`src/rtl/cpu_types_pkg.sv`:
```
// Shared types for the pipeline controller.
// Register index width and controller FSM states.
package cpu_types_pkg;

    typedef logic [4:0] regbits_t;

    typedef enum logic [1:0] {
        RUN,
        LDSTALL,
        BRPEND,
        HALT
    } pctrl_state_t;

    localparam logic [31:0] STALL_CNT_MAX = 32'hFFFF_FFFF;

endpackage

```
`src/rtl/pipeline_ctrl_hazard_detect.sv`:
```
// Load-use detector: a load in ID/EX writes a register
// that the instruction in IF/ID reads.
module hazard_detect
    import cpu_types_pkg::*;
(
    input  logic     i_dren,
    input  regbits_t i_wsel,
    input  regbits_t i_rs,
    input  regbits_t i_rt,
    output logic     o_load_use
);

    logic w_nonzero;
    logic w_match;

    assign w_nonzero  = (i_wsel != '0);
    assign w_match    = (i_wsel == i_rs) || (i_wsel == i_rt);
    assign o_load_use = i_dren && w_nonzero && w_match;

endmodule

```
`src/rtl/pipeline_ctrl.sv`:
```
// Five-stage pipeline controller: stage enables, flushes,
// halt tracking and a saturating stall counter.
module pipeline_ctrl
    import cpu_types_pkg::*;
(
    input  logic        CLK,
    input  logic        RST,
    input  logic        ihit,
    input  logic        dhit,
    input  logic        memreqMEM,
    input  logic        dRENEX,
    input  logic [4:0]  wselEX,
    input  logic [4:0]  rsDEC,
    input  logic [4:0]  rtDEC,
    input  logic        takenEX,
    input  logic        haltMEM,
    output logic        pc_en,
    output logic        ifid_en,
    output logic        idex_en,
    output logic        exmem_en,
    output logic        memwb_en,
    output logic        ifid_flush,
    output logic        idex_flush,
    output logic        halted,
    output logic [31:0] stall_cnt
);

    pctrl_state_t r_state;
    pctrl_state_t w_next;
    logic         r_halted;
    logic [31:0]  r_stall_cnt;
    logic         w_freeze;
    logic         w_load_use;

    hazard_detect u_hazard (
        .i_dren     (dRENEX),
        .i_wsel     (wselEX),
        .i_rs       (rsDEC),
        .i_rt       (rtDEC),
        .o_load_use (w_load_use)
    );

    assign w_freeze  = memreqMEM && !dhit;
    assign halted    = r_halted;
    assign stall_cnt = r_stall_cnt;

    always_comb begin
        pc_en      = 1'b0;
        ifid_en    = 1'b0;
        idex_en    = 1'b0;
        exmem_en   = 1'b0;
        memwb_en   = 1'b0;
        ifid_flush = 1'b0;
        idex_flush = 1'b0;
        w_next     = r_state;
        if (RST) begin
            ifid_flush = 1'b1;
            idex_flush = 1'b1;
            w_next     = RUN;
        end else begin
            unique case (r_state)
                HALT: w_next = HALT;
                BRPEND: begin
                    // Branch waits out the data access, then squashes.
                    if (dhit) begin
                        pc_en      = 1'b1;
                        ifid_en    = 1'b1;
                        idex_en    = 1'b1;
                        exmem_en   = 1'b1;
                        memwb_en   = 1'b1;
                        ifid_flush = 1'b1;
                        idex_flush = 1'b1;
                        w_next     = RUN;
                    end
                end
                RUN, LDSTALL: begin
                    w_next = RUN;
                    if (w_freeze) begin
                        if (takenEX) w_next = BRPEND;
                    end else if (takenEX) begin
                        pc_en      = 1'b1;
                        ifid_en    = 1'b1;
                        idex_en    = 1'b1;
                        exmem_en   = 1'b1;
                        memwb_en   = 1'b1;
                        ifid_flush = 1'b1;
                        idex_flush = 1'b1;
                    end else if (w_load_use && r_state == RUN) begin
                        idex_en    = 1'b1;
                        exmem_en   = 1'b1;
                        memwb_en   = 1'b1;
                        idex_flush = 1'b1;
                        w_next     = LDSTALL;
                    end else if (!ihit) begin
                        ifid_en    = 1'b1;
                        idex_en    = 1'b1;
                        exmem_en   = 1'b1;
                        memwb_en   = 1'b1;
                        ifid_flush = 1'b1;
                    end else begin
                        pc_en      = 1'b1;
                        ifid_en    = 1'b1;
                        idex_en    = 1'b1;
                        exmem_en   = 1'b1;
                        memwb_en   = 1'b1;
                    end
                end
                default: w_next = RUN;
            endcase
            if (haltMEM && exmem_en) w_next = HALT;
        end
    end

    always_ff @(posedge CLK) begin
        if (RST) begin
            r_state     <= RUN;
            r_halted    <= 1'b0;
            r_stall_cnt <= '0;
        end else begin
            r_state  <= w_next;
            r_halted <= (w_next == HALT);
            if (!pc_en && !r_halted && r_stall_cnt != STALL_CNT_MAX)
                r_stall_cnt <= r_stall_cnt + 32'd1;
        end
    end

endmodule

```
`config.mk`:
```
export PLATFORM = sky130hd
export DESIGN_NAME = pipeline_ctrl
export DESIGN_NICKNAME = d
export VERILOG_FILES = /design/src/rtl/cpu_types_pkg.sv /design/src/rtl/pipeline_ctrl_hazard_detect.sv /design/src/rtl/pipeline_ctrl.sv
export SDC_FILE = /design/constraint.sdc
export NUM_CORES = 1
export LEC_CHECK = 0
export CAP_MARGIN = 20
export CORE_UTILIZATION = 49
export DETAILED_ROUTE_END_ITERATION = 8
export GPL_ROUTABILITY_DRIVEN = 0
export PLACE_DENSITY = 0.82
export SLEW_MARGIN = 0
export SYNTH_ARGS = -nofsm -noshare
export SYNTH_HDL_FRONTEND = slang
export SYNTH_HIERARCHICAL = 1
export SYNTH_SLANG_ARGS = --single-unit
```
`constraint.sdc`:
```
create_clock -name CLK -period 4.2 [get_ports CLK]
set_input_delay 0.84 -clock CLK [delete_from_list [all_inputs] [get_ports CLK]]
set_output_delay 0.84 -clock CLK [all_outputs]
set_load 0.01 [all_outputs]
```
* After elaboration in Yosys (flattened, before gate mapping)
Cells that the tools add are included.
Storage, ports and cells: register bits 35, output and inout port bits 40
Operators by class: add/subtract/negate cells 1, equality and inequality tests 7, multiplexer cells 36, reduce and logical (&&, ||, !) cells 14
Operators with widths (number):
- $add 32x1->32 const B | 1
- $ne 32x32->1 const B | 1
- $mux 1 | 25
- $eq 5x5->1 | 2
- $mux 2 | 5
- $pmux 1 s2 | 5
- $logic_and 1x1->1 | 7
- $eq 2x2->1 const B | 3
- $pmux 2 s3 | 1
- $reduce_bool 5->1 | 1
- $logic_not 1->1 | 3
- $eq 2x1->1 const B | 1
- $logic_not 2->1 | 1
- $reduce_or 2->1 | 1
- $logic_or 1x1->1 | 1

* Longest topological paths before layout
Gate-level depths: netlist of the first run.
depth in word-level cells 12, gate-level depth with buffers 11

* Modules after synthesis
The synthesis of the first run kept the hierarchy.
Modules (own cells, without submodules):
- pipeline_ctrl | instances 1, cells an instance 221, area an instance 1809.2 µm²
- hazard_detect | instances 1, cells an instance 17, area an instance 125.1 µm²

* Worst setup path before layout of the first run
Ideal clock, no wire load.
kind input -> register, start point input wselEX[0], end point register r_stall_cnt[23] (netlist: stall_cnt[23]), arrival time 3.005 ns, setup slack 1.136 ns, stages on the path 10, path buffers 0, cells stage by stage xor2_1 > nor3_1 > nand3_1 > a21oi_1 > nor2b_1 > nand2_1 > a311o_4 > or4_4 > or4_1 > nand2_1
On the way: word-level cells in the longest chain between the ends 12, elaborated cells on any way between the ends 15
Ends and longest elaborated chain:
- start: declaration | line pipeline_ctrl.sv:12 | input logic [4:0] wselEX,
- $eq 5x5->1 / $reduce_bool 5->1 (equally long branches) | line pipeline_ctrl_hazard_detect.sv:17, pipeline_ctrl_hazard_detect.sv:16
- $logic_or 1x1->1 / $logic_and 1x1->1 (equally long branches) | line pipeline_ctrl_hazard_detect.sv:17, pipeline_ctrl_hazard_detect.sv:18
- $logic_and 1x1->1 * | line pipeline_ctrl_hazard_detect.sv:18 | assign o_load_use = i_dren && w_nonzero && w_match;
- via w_load_use | line pipeline_ctrl.sv:33 | logic w_load_use;
- $logic_and 1x1->1 * | line pipeline_ctrl.sv:88 | end else if (w_load_use && r_state == RUN) begin
- $mux 1 * | line pipeline_ctrl.sv:88
- $mux 1 * | line pipeline_ctrl.sv:80 | end else if (takenEX) begin
- $mux 1 * | line pipeline_ctrl.sv:78 | if (w_freeze) begin
- $pmux 1 s2 * | line pipeline_ctrl.sv:61 | unique case (r_state)
- $mux 1 * | line pipeline_ctrl.sv:56 | if (RST) begin
- $logic_not 1->1 * | line pipeline_ctrl.sv:122 | if (!pc_en && !r_halted && r_stall_cnt != STALL_CNT_MAX)
- $logic_and 1x1->1 * (2 in a row) | line pipeline_ctrl.sv:122
- end signal: assignment | line pipeline_ctrl.sv:123 | r_stall_cnt <= r_stall_cnt + 32'd1;
- end: declaration | line pipeline_ctrl.sv:31 | logic [31:0] r_stall_cnt;
The timed path passes the listed nets; every way through them passes the cells marked *. A chain may end at the register's enable or synchronous reset.

* Worst setup path in the final report of the first run
start point input wselEX[1], end point output pc_en
On the way: word-level cells in the longest chain between the ends 9, elaborated cells on any way between the ends 12
Ends and longest elaborated chain:
- $eq 5x5->1 / $reduce_bool 5->1 (equally long branches) | line pipeline_ctrl_hazard_detect.sv:17, pipeline_ctrl_hazard_detect.sv:16
- $logic_or 1x1->1 / $logic_and 1x1->1 (equally long branches) | line pipeline_ctrl_hazard_detect.sv:17, pipeline_ctrl_hazard_detect.sv:18
- $logic_and 1x1->1 * | line pipeline_ctrl_hazard_detect.sv:18
- via w_load_use | line pipeline_ctrl.sv:33
- $logic_and 1x1->1 * | line pipeline_ctrl.sv:88
- $mux 1 * | line pipeline_ctrl.sv:88
- $mux 1 * | line pipeline_ctrl.sv:80
- $mux 1 * | line pipeline_ctrl.sv:78
- $pmux 1 s2 * | line pipeline_ctrl.sv:61
- $mux 1 * | line pipeline_ctrl.sv:56
- end: declaration | line pipeline_ctrl.sv:17 | output logic pc_en,
Marks and branches as above.

==> metrics.md, run 1 <==
| Metric | Value |
|---|---|
| Crit-path max FO | 6 |
| CTS Hold Buffers Added | 0 |
| CTS buffer count | 5 |
| Initial antenna violation count | 0 |
| Clk buf depth | 2 |
| Largest net degree at the start of global routing | 38 |
| Drt initial violations | just over 50 |
| CP Data Arrival Time | 3.06 ns |
| Avg Inst Size Synth | between 8 and 9 sq um |
| CP Launch Type | primary input |
| Most common cell on crit path | clkdlybuf4s50_1 |
| FMAX | between 0.2 and 0.3 GHz |
| Worst Setup End Kind | output pin |
| Syn Nets | 262 |
| Clk slew on worst S/H paths | 0.07 ns |
| Simple-gate share of the synthesized area | 35.7% |
| Maxcap violations | 0 |
| Post-synthesis compound-gate area fraction | under 10% |
| Period utilization | 92.9% |
| Setup TNS | 0 ns |
| Syn Std Cell Area | ~1900 sq um |
| Vias | 1904 |
| Post-synthesis mux area share | 0.517% |
| Area delta synth->final | 39.1% |
| Post-Synth XOR/XNOR Area | 16.8% |
| DIE WIDTH | 64.8 um |
| Final instance area | 2690 sq um |
| Pleak | 0.000914 uW |
| Die Height | 64.8 um |
| Die area | around 4200 sq um |
| Tmin final | ~3.9 ns |
| CTS H-Tree Depth | 2 |
| Post-synth EDFFs | 0 |
| Worst Path Buf+Inv | 2 |
| HP Class | reg2reg |
| Mapped Cells | 238 |
| NumNets Final | 324 |
| Drt wl/cell | ~13 um |
| Post-route ant nets | 0 |
| Detailed-route DRC error count | 0 |
| Final setup viols | 0 |
| Crit path kind | in2out |
| DP HPWL | ~3.3 mm |
| Worst VDD drop | 0.000159 V |
| Fin Clk Skew | 0.00676 ns |
| Status | completed |
| Root Driver | clkbuf_8 |
| Synth Flop Type | dfxtp_1 |
| Share of cells above drive strength 1 | 5.67% |
| Top Family by Delay on Critical Path | simple AND/OR/NAND/NOR gates |
| Sequential element share of the synthesized area | a little over a third |
| RSZ-0062 raised after global routing | false |
| Power Density | 272 nW/um^2 |
| Postcts setup bufs | 0 |
| Worst slew pin tran | 0.821 ns |
| Number of buffers inserted by port buffering | 62 |
| Grt ovf | 0 |
| Slew Viols, Final | 0 |
| Main combinational cell family by area after synthesis | simple AND/OR/NAND/NOR gates |
| I/O pin cnt | between 60 and 70 |
| Final hold vios | 0 |
| First-pass GRT wire length | 7.76 mm |
| CTS resizes | 0 |
| Critical-path cell list | clkdlybuf4s50_1, or4_1, o21ai_1, a21oi_1, nor2b_1, nand2_1, and3_1, clkdlybuf4s50_1 |
| Initial Util | 52.1% |
| Clk sink count | 35 |
| Most frequent cells in the layout | clkdlybuf4s50_1 (62), nor2_1 (37), dfxtp_1 (35) |
| Global Route Usage Sum | 23.4% |
| Adder-cell share of the synthesized area | 0.647% |
| Hold Slack | about 0.53 ns |
| Routed wire length | 4.42 mm |
| Synth Warn # | 6 |
| Peak per-stage delay on the critical path | 0.53 ns |
| Vias in the first global route | 1777 |
| Unique cell type count in the Yosys netlist | 39 |
| Worst slew margin | 44.7% |
| Post-DP Area | 2590 sq um |
| Crit path max-delay cell type | or4_1 |
| Seq cells post-synth | 35 |
| CTS tree | built |
| First-pass DRT Iterations | 4 |
| Post-synthesis async set-or-reset flop share | 0% |
| Clock Latency Late Sink | 0.28 ns |
| Core area | 3720 sq um |
| Rows | 22 |
| Drt via density | approximately 5.5 |
| Inserted Diodes | 0 |
| Most common cell after layout, fill and taps aside | clkdlybuf4s50_1 |
| Critical Path RT | 3.36 ns |
## per-stage QoR
stage	worst slack [ns]	util [%]	std cells	power, uW
3_3_place_gp	0.311	69.7	341	451
5_1_grt	0.152	72.4	348	763
2_1_floorplan	1.14	-	238	401
3_5_place_dp	0.291	69.7	341	453
6_report	0.296	72.4	348	733
4_1_cts	0.297	72.4	348	740
## final cells by class
class                      instances  area [sq um]
clock buffer                       6          72.6
fill                             312          1020
sequential                        35           701
timing repair buffer              65           643
clock inverter                     1          30.0
tap                               48          60.1
inverter                           3          11.3
multi-input combinational        190          1170
## cell usage after synthesis (2+ instances only)
cell | instances | share of area [%]
and2_1 | 2 | 0.65
and3_1 | 6 | 1.9
nand4_1 | 10 | 3.2
xor2_1 | 17 | 7.7
nand3_1 | 16 | 4.1
clkbuf_1 | 7 | 1.4
or4_1 | 2 | 0.78
or3_1 | 2 | 0.65
nor2b_1 | 5 | 1.6
inv_1 | 3 | 0.58
nor2_1 | 37 | 7.2
a21oi_1 | 7 | 1.8
nor3_1 | 12 | 3.1
dfxtp_1 | 35 | 36
o21ai_0 | 7 | 1.8
xnor2_1 | 20 | 9.1
buf_4 | 3 | 1.2
nand2b_1 | 3 | 0.97
nor4_1 | 7 | 2.3
nor4b_1 | 2 | 0.91
and4_1 | 4 | 1.8
nand2_1 | 14 | 2.7
## power breakdown
group | switching, uW | leakage [uW] | internal, uW | total, uW
clock | 114 | 0.0000513 | 174 | 288
combinational | 42.1 | 0.000579 | 55.9 | 98.0
sequential | 8.83 | 0.000283 | 338 | 347
## logic make-up (layout without fill, tap and decap cells)
| family | count (synthesis) | after routing |
|---|---|---|
| flops | 35 | 35 |
| simple gates | 130 | 130 |
| fa+ha+maj | 1 | 1 |
| compound gates | 21 | 21 |
| buf+inv | 13 | 75 |
| mux | 1 | 1 |
| xor+xnor | 37 | 37 |
## worst reg2reg max path, cell delays in order (launching register included)
cell and delay, ns:
dfxtp_1 0.43, and4_1 0.36, nand4_1 0.25, nor4_1 0.78
or4_4 0.28, xor2_1 0.15, nor2_1 0.05
## metal layers
| layer | routed length, um | up-vias | GRT usage [%] | share of wire (%) |
|---|---|---|---|---|
| li1 | - | 966 | - | - |
| met1 | 2040 | 892 | 28.1 | 46 |
| met2 | 2160 | 41 | 41.8 | 49 |
| met3 | 170 | 5 | 5.28 | 3.8 |
| met4 | 42 | 0 | 5.83 | 0.95 |
| met5 | 0 | - | 0 | 0 |
## final timing paths
kind | end | from | slack [ns] | depth (start not counted)
hold / removal | stall_cnt[29]$_SDFFE_PP0P_ | stall_cnt[29]$_SDFFE_PP0P_ | 0.53 | 2
hold reg to reg | stall_cnt[29]$_SDFFE_PP0P_ | stall_cnt[29]$_SDFFE_PP0P_ | 0.53 | 2
setup / recovery | pc_en | wselEX[1] | 0.30 | 8
setup reg to reg | stall_cnt[21]$_SDFFE_PP0P_ | stall_cnt[3]$_SDFFE_PP0P_ | 1.79 | 6
## flip-flops by register name, summed over array words and instances, names as in the netlist
name / flops
halted: 1
stall_cnt: 32
r_state: 2
No activity file was read; power rests on OpenSTA's default activity.
==> inputs of run 2 (changes only) <==
--- a/config.mk
+++ b/config.mk
@@ -6,7 +6,9 @@
 export NUM_CORES = 1
 export LEC_CHECK = 0
 export CAP_MARGIN = 20
-export CORE_UTILIZATION = 49
+export CELL_PAD_IN_SITES_DETAIL_PLACEMENT = 1
+export CELL_PAD_IN_SITES_GLOBAL_PLACEMENT = 1
+export CORE_UTILIZATION = 35
 export DETAILED_ROUTE_END_ITERATION = 8
 export GPL_ROUTABILITY_DRIVEN = 0
 export PLACE_DENSITY = 0.82
==> run 2 against run 1 <==
  * Combinational power about the same
  * Die area up 39%
  * Worst hold slack improved by 0.0085 ns
  * Critical path depth is the same
  * Sequential cell count did not move
  * Non-clock buffer count is the same
  * Sequential power about the same
  * Clock skew down 0.0012 ns
==> metrics.md, run 2 (same netlist as run 1, synthesis figures left out) <==
| Metric | Value |
|---|---|
| Status | completed (unchanged) |
| Fin util | 52.2% (was 72.4%) |
| Clock Latency Late Sink | 0.29 ns (was 0.28 ns) |
| Number of flip-flops in the largest register | 32 (unchanged) |
| DIE WIDTH | 76.3 um (was 64.8 um) |
| Grt ovf | 0 (unchanged) |
| Period utilization | 93.8% (was 92.9%) |
| Die Height | 76.3 um (was 64.8 um) |
| P_sw | 172 uW (was 165 uW) |
| Fin Clk Skew | 0.00559 ns (was 0.00676 ns) |
| Setup slack at placement | 0.254 ns (was 0.291 ns) |
| Final hold vios | 0 (unchanged) |
| Most common cell after layout, fill and taps aside | clkdlybuf4s50_1 (unchanged) |
| FMAX | 0.254 GHz (was 0.256 GHz) |
| CP Data Arrival Time | 3.10 ns (was 3.06 ns) |
| Post-DP Area | 2620 sq um (was 2590 sq um) |
| Rows | 26 (was 22) |
| Clock share of power | 37.4% (was 39.3%) |
| CP Launch Type | primary input (unchanged) |
| Startpoint of the worst hold path | r_state[0]$_SDFF_PP0_ (was stall_cnt[29]$_SDFFE_PP0P_) |
| Worst VDD drop | 0.000133 V (was 0.000159 V) |
| Largest net degree at the start of global routing | 38 (unchanged) |
| Crit path max-delay cell type | or4_1 (unchanged) |
| Drt wl/cell | 15.0 um (was 12.7 um) |
| DP HPWL | 4.23 mm (was 3.30 mm) |
| CTS tree | built (unchanged) |
| Initial Util | 37.2% (was 52.1%) |
| Peak per-stage delay on the critical path | 0.55 ns (was 0.53 ns) |
| CTS buffer count | 5 (unchanged) |
| RSZ-0062 raised after global routing | false (unchanged) |
| Die area | 5830 sq um (was 4200 sq um) |
| Worst slew margin | 43.7% (was 44.7%) |
| CTS Hold Buffers Added | 0 (unchanged) |
| Critical Path RT | 3.36 ns (about the same) |
| Routed wire length | 5.56 mm (was 4.42 mm) |
| Design Power | 716 uW (was 733 uW) |
| Drt via density | 5.23 (was 5.47) |
| I/O pin cnt | 63 (unchanged) |
| Detailed-route DRC error count | 0 (unchanged) |
| Clk sink count | 35 (unchanged) |
| Sequential power share | 48.5% (was 47.4%) |
| Number of buffers inserted by port buffering | 62 (unchanged) |
| First-pass DRT Iterations | 4 (unchanged) |
| CTS resizes | 0 (unchanged) |
| Initial antenna violation count | 0 (unchanged) |
| Root Driver | clkbuf_8 (unchanged) |
| Most common cell on crit path | clkdlybuf4s50_1 (unchanged) |
| Setup TNS | 0 ns (unchanged) |
| Slew Viols, Final | 0 (unchanged) |
| Final setup viols | 0 (unchanged) |
| Critical-path cell list | clkdlybuf4s50_1, or4_1, o21ai_1, a21oi_1, nor2b_1, nand2_1, and3_1, clkdlybuf4s50_1 (unchanged) |
| NumNets Final | 324 (unchanged) |
| Inserted Diodes | 0 (unchanged) |
| Power Density | 264 nW/um^2 (was 272 nW/um^2) |
| HP Class | reg2reg (unchanged) |
| Worst Setup End Kind | output pin (unchanged) |
| Reg2reg path depth | 6 (unchanged) |
| WHS Endpoint | r_state[0]$_SDFF_PP0_ (was stall_cnt[29]$_SDFFE_PP0P_) |
| Postcts setup bufs | 0 (unchanged) |
| Cells on Worst Hold Path | 2 (unchanged) |
| Clk buf depth | 2 (unchanged) |
| Internal Power | 544 uW (was 568 uW) |
| Pleak | 0.000914 uW (about the same) |
| Worst slew pin tran | 0.837 ns (was 0.821 ns) |
| CTS H-Tree Depth | 2 (unchanged) |
| Combinational power share | 14.1% (was 13.4%) |
| Switch share | 24.0% (was 22.5%) |
| Crit path kind | in2out (unchanged) |
| Post-route ant nets | 0 (unchanged) |
| Share of cells above drive strength 1 | 5.98% (was 5.67%) |
| Core area | 5200 sq um (was 3720 sq um) |
| Final instance area | 2720 sq um (was 2690 sq um) |
| Drt initial violations | 82 (was 51) |
| Area delta synth->final | 40.4% (was 39.1%) |
| FF-to-FF Start | stall_cnt[3]$_SDFFE_PP0P_ (unchanged) |
| Tmin final | 3.94 ns (was 3.90 ns) |
| Vias in the first global route | 1960 (was 1777) |
| Reg-to-reg slack, setup | 1.76 ns (was 1.79 ns) |
| Post-route setup slack | 0.259 ns (was 0.296 ns) |
| RR Endpoint | stall_cnt[21]$_SDFFE_PP0P_ (unchanged) |
| Maxcap violations | 0 (unchanged) |
| Most frequent cells in the layout | clkdlybuf4s50_1 (62), nor2_1 (37), dfxtp_1 (35) (unchanged) |
| Clk slew on worst S/H paths | 0.06 ns (was 0.07 ns) |
| First-pass GRT wire length | 9.41 mm (was 7.76 mm) |
| Crit-path max FO | 6 (unchanged) |
| Vias | 1940 (was 1904) |
| Global Route Usage Sum | 20.1% (was 23.4%) |
run 2: power by group through the flow:
| stage | combinational (uW) | sequential, uW | clock, uW |
|---|---|---|---|
| 2_1_floorplan | 45.7 | 355 | 0 |
| 4_1_cts | 102 | 347 | 277 |
| 5_1_grt | 110 | 348 | 294 |
| 3_3_place_gp | 98.6 | 355 | 0 |
| 6_report | 101 | 347 | 268 |
| 3_5_place_dp | 101 | 355 | 0 |
run 2: layer usage:
layer,up-vias,share of wire (%),GRT usage (%)
li1,961,-,-
met1,932,44,24.2
met2,36,51,35.1
met3,11,3.3,3.95
met4,0,1.9,7.69
met5,-,0,0
run 2: layout make-up:
class / count / area [sq um]
inverters: 3 / 11.3
well taps: 70 / 87.6
clock buffers: 8 / 100
fillers: 651 / 2490
repair buffers: 65 / 643
flip-flops and latches: 35 / 701
multi-input cells: 190 / 1170
run 2: worst max path at each step:
stage | startpoint | to | depth (start not counted)
floorplan | wselEX[0] | stall_cnt[23]$_SDFFE_PP0P_ | 10
global placement | wselEX[1] | pc_en | 8
detailed placement | wselEX[1] | pc_en | 8
CTS | wselEX[1] | pc_en | 8
global route | wselEX[1] | pc_en | 8
finish | wselEX[1] | pc_en | 8
run 2: stage by stage:
stage | hold slack [ns] | cells
final | 0.541 | 371
after global routing | 0.573 | 371
after CTS | 0.544 | 371
after detailed placement | 0.525 | 363
after global placement | 0.503 | 363
after floorplan | 0.479 | 238
run 2: worst max-delay path, delay by kind of cell:
family / cells / cell delay [ns]
buffers and inverters: 2 / 1.00
and+or+nand+nor: 4 / 1.03
AOI/OAI and AO/OA: 2 / 0.22
==> edit: new RTL, settings of run 2 <==
Encoding of `pctrl_state_t`: now one-hot (4 bits for 4 states).
--- a/src/rtl/cpu_types_pkg.sv
+++ b/src/rtl/cpu_types_pkg.sv
@@ -5,9 +5,9 @@
     typedef logic [4:0] regbits_t;
 
-    typedef enum logic [1:0] {
-        RUN,
-        LDSTALL,
-        BRPEND,
-        HALT
+    typedef enum logic [3:0] {
+        RUN     = 4'b0001,
+        LDSTALL = 4'b0010,
+        BRPEND  = 4'b0100,
+        HALT    = 4'b1000
     } pctrl_state_t;
 
Check against the original RTL: same outputs for any inputs over 10 cycles, from zero or initial values and one cycle with RST high; not proved beyond that.
==> edit against run 2 <==
  * Highest routed layer unchanged
  * Synthesized area up 19%
  * Routed wire length increased by 24%
  * Clock skew is 2.3 ps higher
  * Fmax rose by 1.2%
  * Power is 9.6% higher
  * Global-route usage shrank 0.14 points
  * Worst setup slack improved by 49 ps
  * Die area is 18% higher
  * Non-clock buffer count is 14 higher
  * Final area rose by 16%
  * Sequential cell count increased by 2
  * Via count grew 30%
==> edit: results (changes against run 2) <==
The capture point of the worst reg-to-reg path is stall_cnt[11] (was stall_cnt[21]). Most used standard cells in the synthesized netlist: sky130_fd_sc_hd__dfxtp_1 (37), sky130_fd_sc_hd__a21oi_1 (30), sky130_fd_sc_hd__o31ai_1 (20), sky130_fd_sc_hd__or4_1 (20), sky130_fd_sc_hd__nor2_1 (17) (was sky130_fd_sc_hd__nor2_1 (37), sky130_fd_sc_hd__dfxtp_1 (35), sky130_fd_sc_hd__xnor2_1 (20)). The class of the most critical hold timing path is register to register (unchanged).

The tools report the total placed cells including tap cells as 415 (was 363). The tools report the startpoint of the tightest hold check path as stall_cnt[31] (was r_state[0]). The fraction of layout cells with a size suffix above 1 is 0.121 (was 0.0598), and the total number of nets in the final design is 372 (was 324).

The overall track demand over capacity in global routing was 0.200 (was 0.201); the number of filler cells placed in the layout was 767 (was 651). The arrival time reported for the critical path endpoint is 4060 ps (was 3100 ps). The run gives 50 (was 39) as the number of different library cells in the post-synthesis netlist. The run gives 2517 (was 1940) as the total number of vias.

The final standard cell count with taps included and fillers excluded is 425 (was 371), and the net count after synthesis is 308 (was 262). The run finished with clean final reports. The wire length of the first global-routing pass is 11500 µm (was 9410 µm), and the worst clock skew on the final layout is 7.86 ps (was 5.59 ps).

The largest fanout on the critical path was 13 (was 6); the number of DRC violations after detailed-routing iteration 0 was 83 (was 82). The number of instances in the synthesized netlist is 284 (was 238). The run gives 2 (unchanged) as the number of buffers on the longest clock path. Share of flip-flops with an asynchronous set or reset: 0 (unchanged). Top cells by area, synth: sky130_fd_sc_hd__dfxtp_1 (32%), sky130_fd_sc_hd__a21oi_1 (6.5%), sky130_fd_sc_hd__o31ai_1 (6.5%) (was sky130_fd_sc_hd__dfxtp_1 (36%), sky130_fd_sc_hd__xnor2_1 (9.1%), sky130_fd_sc_hd__xor2_1 (7.7%)).

The leakage power total is 1.02 nW (was 0.914 nW), and the half-perimeter wire length of the detailed placement result is 4990 µm (was 4230 µm). The endpoint of the worst hold-timing path was stall_cnt[31] (was r_state[0]). The pin count of the biggest net entering global routing was 42 (was 38).

The start of the worst register-to-register path is stall_cnt[2] (was stall_cnt[3]). The tools report the peak supply drop as 180 µV (was 133 µV). For the worst-case register-to-register setup slack, the log shows 1470 ps (was 1760 ps).

Portion of the post-synthesis area used by sequential elements: 0.323 (was 0.362). Normalized max-slew margin: 0.607 (was 0.437).
edit: cell count changes in the layout (fill, tap and decap cells not counted), sizes merged, moves of 14 or more:
cell,delta
a21oi,+23
o31ai,+20
buf,+14
nor2,-20
or4,+19
xnor2,-14
edit: power by group:
| group | switching [W] | leakage (nW) | total, W | internal [W] |
|---|---|---|---|---|
| Combinational | 0.0000789 | 0.677 | 0.000162 | 0.0000827 |
| Clock | 0.000122 | 0.0443 | 0.000252 | 0.000130 |
| Sequential | 0.0000132 | 0.299 | 0.000371 | 0.000358 |
| Total | 0.000214 | 1.02 | 0.000785 | 0.000571 |
edit: logic make-up after synthesis:
kind of cell | count (synthesis) | synth area share
mux | 5 | 0.0245
compound gates | 78 | 0.220
simple gates | 118 | 0.316
flops | 37 | 0.323
buf+inv | 33 | 0.0649
fa+ha+maj | 1 | 0.00545
xor+xnor | 12 | 0.0458
edit: final cells by class:
cell class	count	area (µm²)	share of cell area
well taps	77	96.3	0.0306
clock buffers	7	86.3	0.0275
repair buffers	79	756	0.240
flip-flops and latches	37	741	0.236
inverters	11	41.3	0.0131
multi-input cells	214	1420	0.453
edit: timing repair:
item,in CTS,in global routing
endpoints found under the setup margin,3,3
setup buffers,1,2
pin swaps,1,1
cloned,0,0
gates resized for setup,2,4
edit: per-layer routing:
metal,wire [µm],share of wire,track usage
met1,3010,0.44,0.241
met2,3600,0.52,0.363
met3,189,0.027,0.0308
met4,80,0.012,0.0611
met5,0,0,0
edit: through the flow:
step | area, µm² | setup WS [ps] | hold slack [ps] | setup TNS (ps)
finish | 3140 | 307 | 498 | 0
global route | 3140 | 85.5 | 541 | 0
CTS | 3120 | 3.19 | 502 | 0
detailed placement | 3010 | -68.7 | 492 | -98.4
global placement | 3010 | 66.5 | 475 | 0
floorplan | 2290 | 1010 | 504 | 0
edit: how the worst max path moves through the flow:
| stage | from | endpoint |
|---|---|---|
| 6_report | wselEX[2] | stall_cnt[11] |
| 4_1_cts | wselEX[1] | pc_en |
| 2_1_floorplan | wselEX[1] | pc_en |
| 5_1_grt | wselEX[2] | stall_cnt[11] |
| 3_3_place_gp | wselEX[1] | pc_en |
| 3_5_place_dp | wselEX[1] | pc_en |
edit: worst max-delay path: stages:
cell	delay (ps)
sky130_fd_sc_hd__clkdlybuf4s50_1	440
sky130_fd_sc_hd__buf_4	160
sky130_fd_sc_hd__xor2_1	130
sky130_fd_sc_hd__nor3_1	180
sky130_fd_sc_hd__nand3_1	90
sky130_fd_sc_hd__a21oi_1	190
sky130_fd_sc_hd__nor2b_1	180
sky130_fd_sc_hd__o32ai_2	110
sky130_fd_sc_hd__buf_4	170
sky130_fd_sc_hd__buf_4	120
sky130_fd_sc_hd__buf_4	120
sky130_fd_sc_hd__a41o_1	360
sky130_fd_sc_hd__or4b_2	690
sky130_fd_sc_hd__mux2_2	290
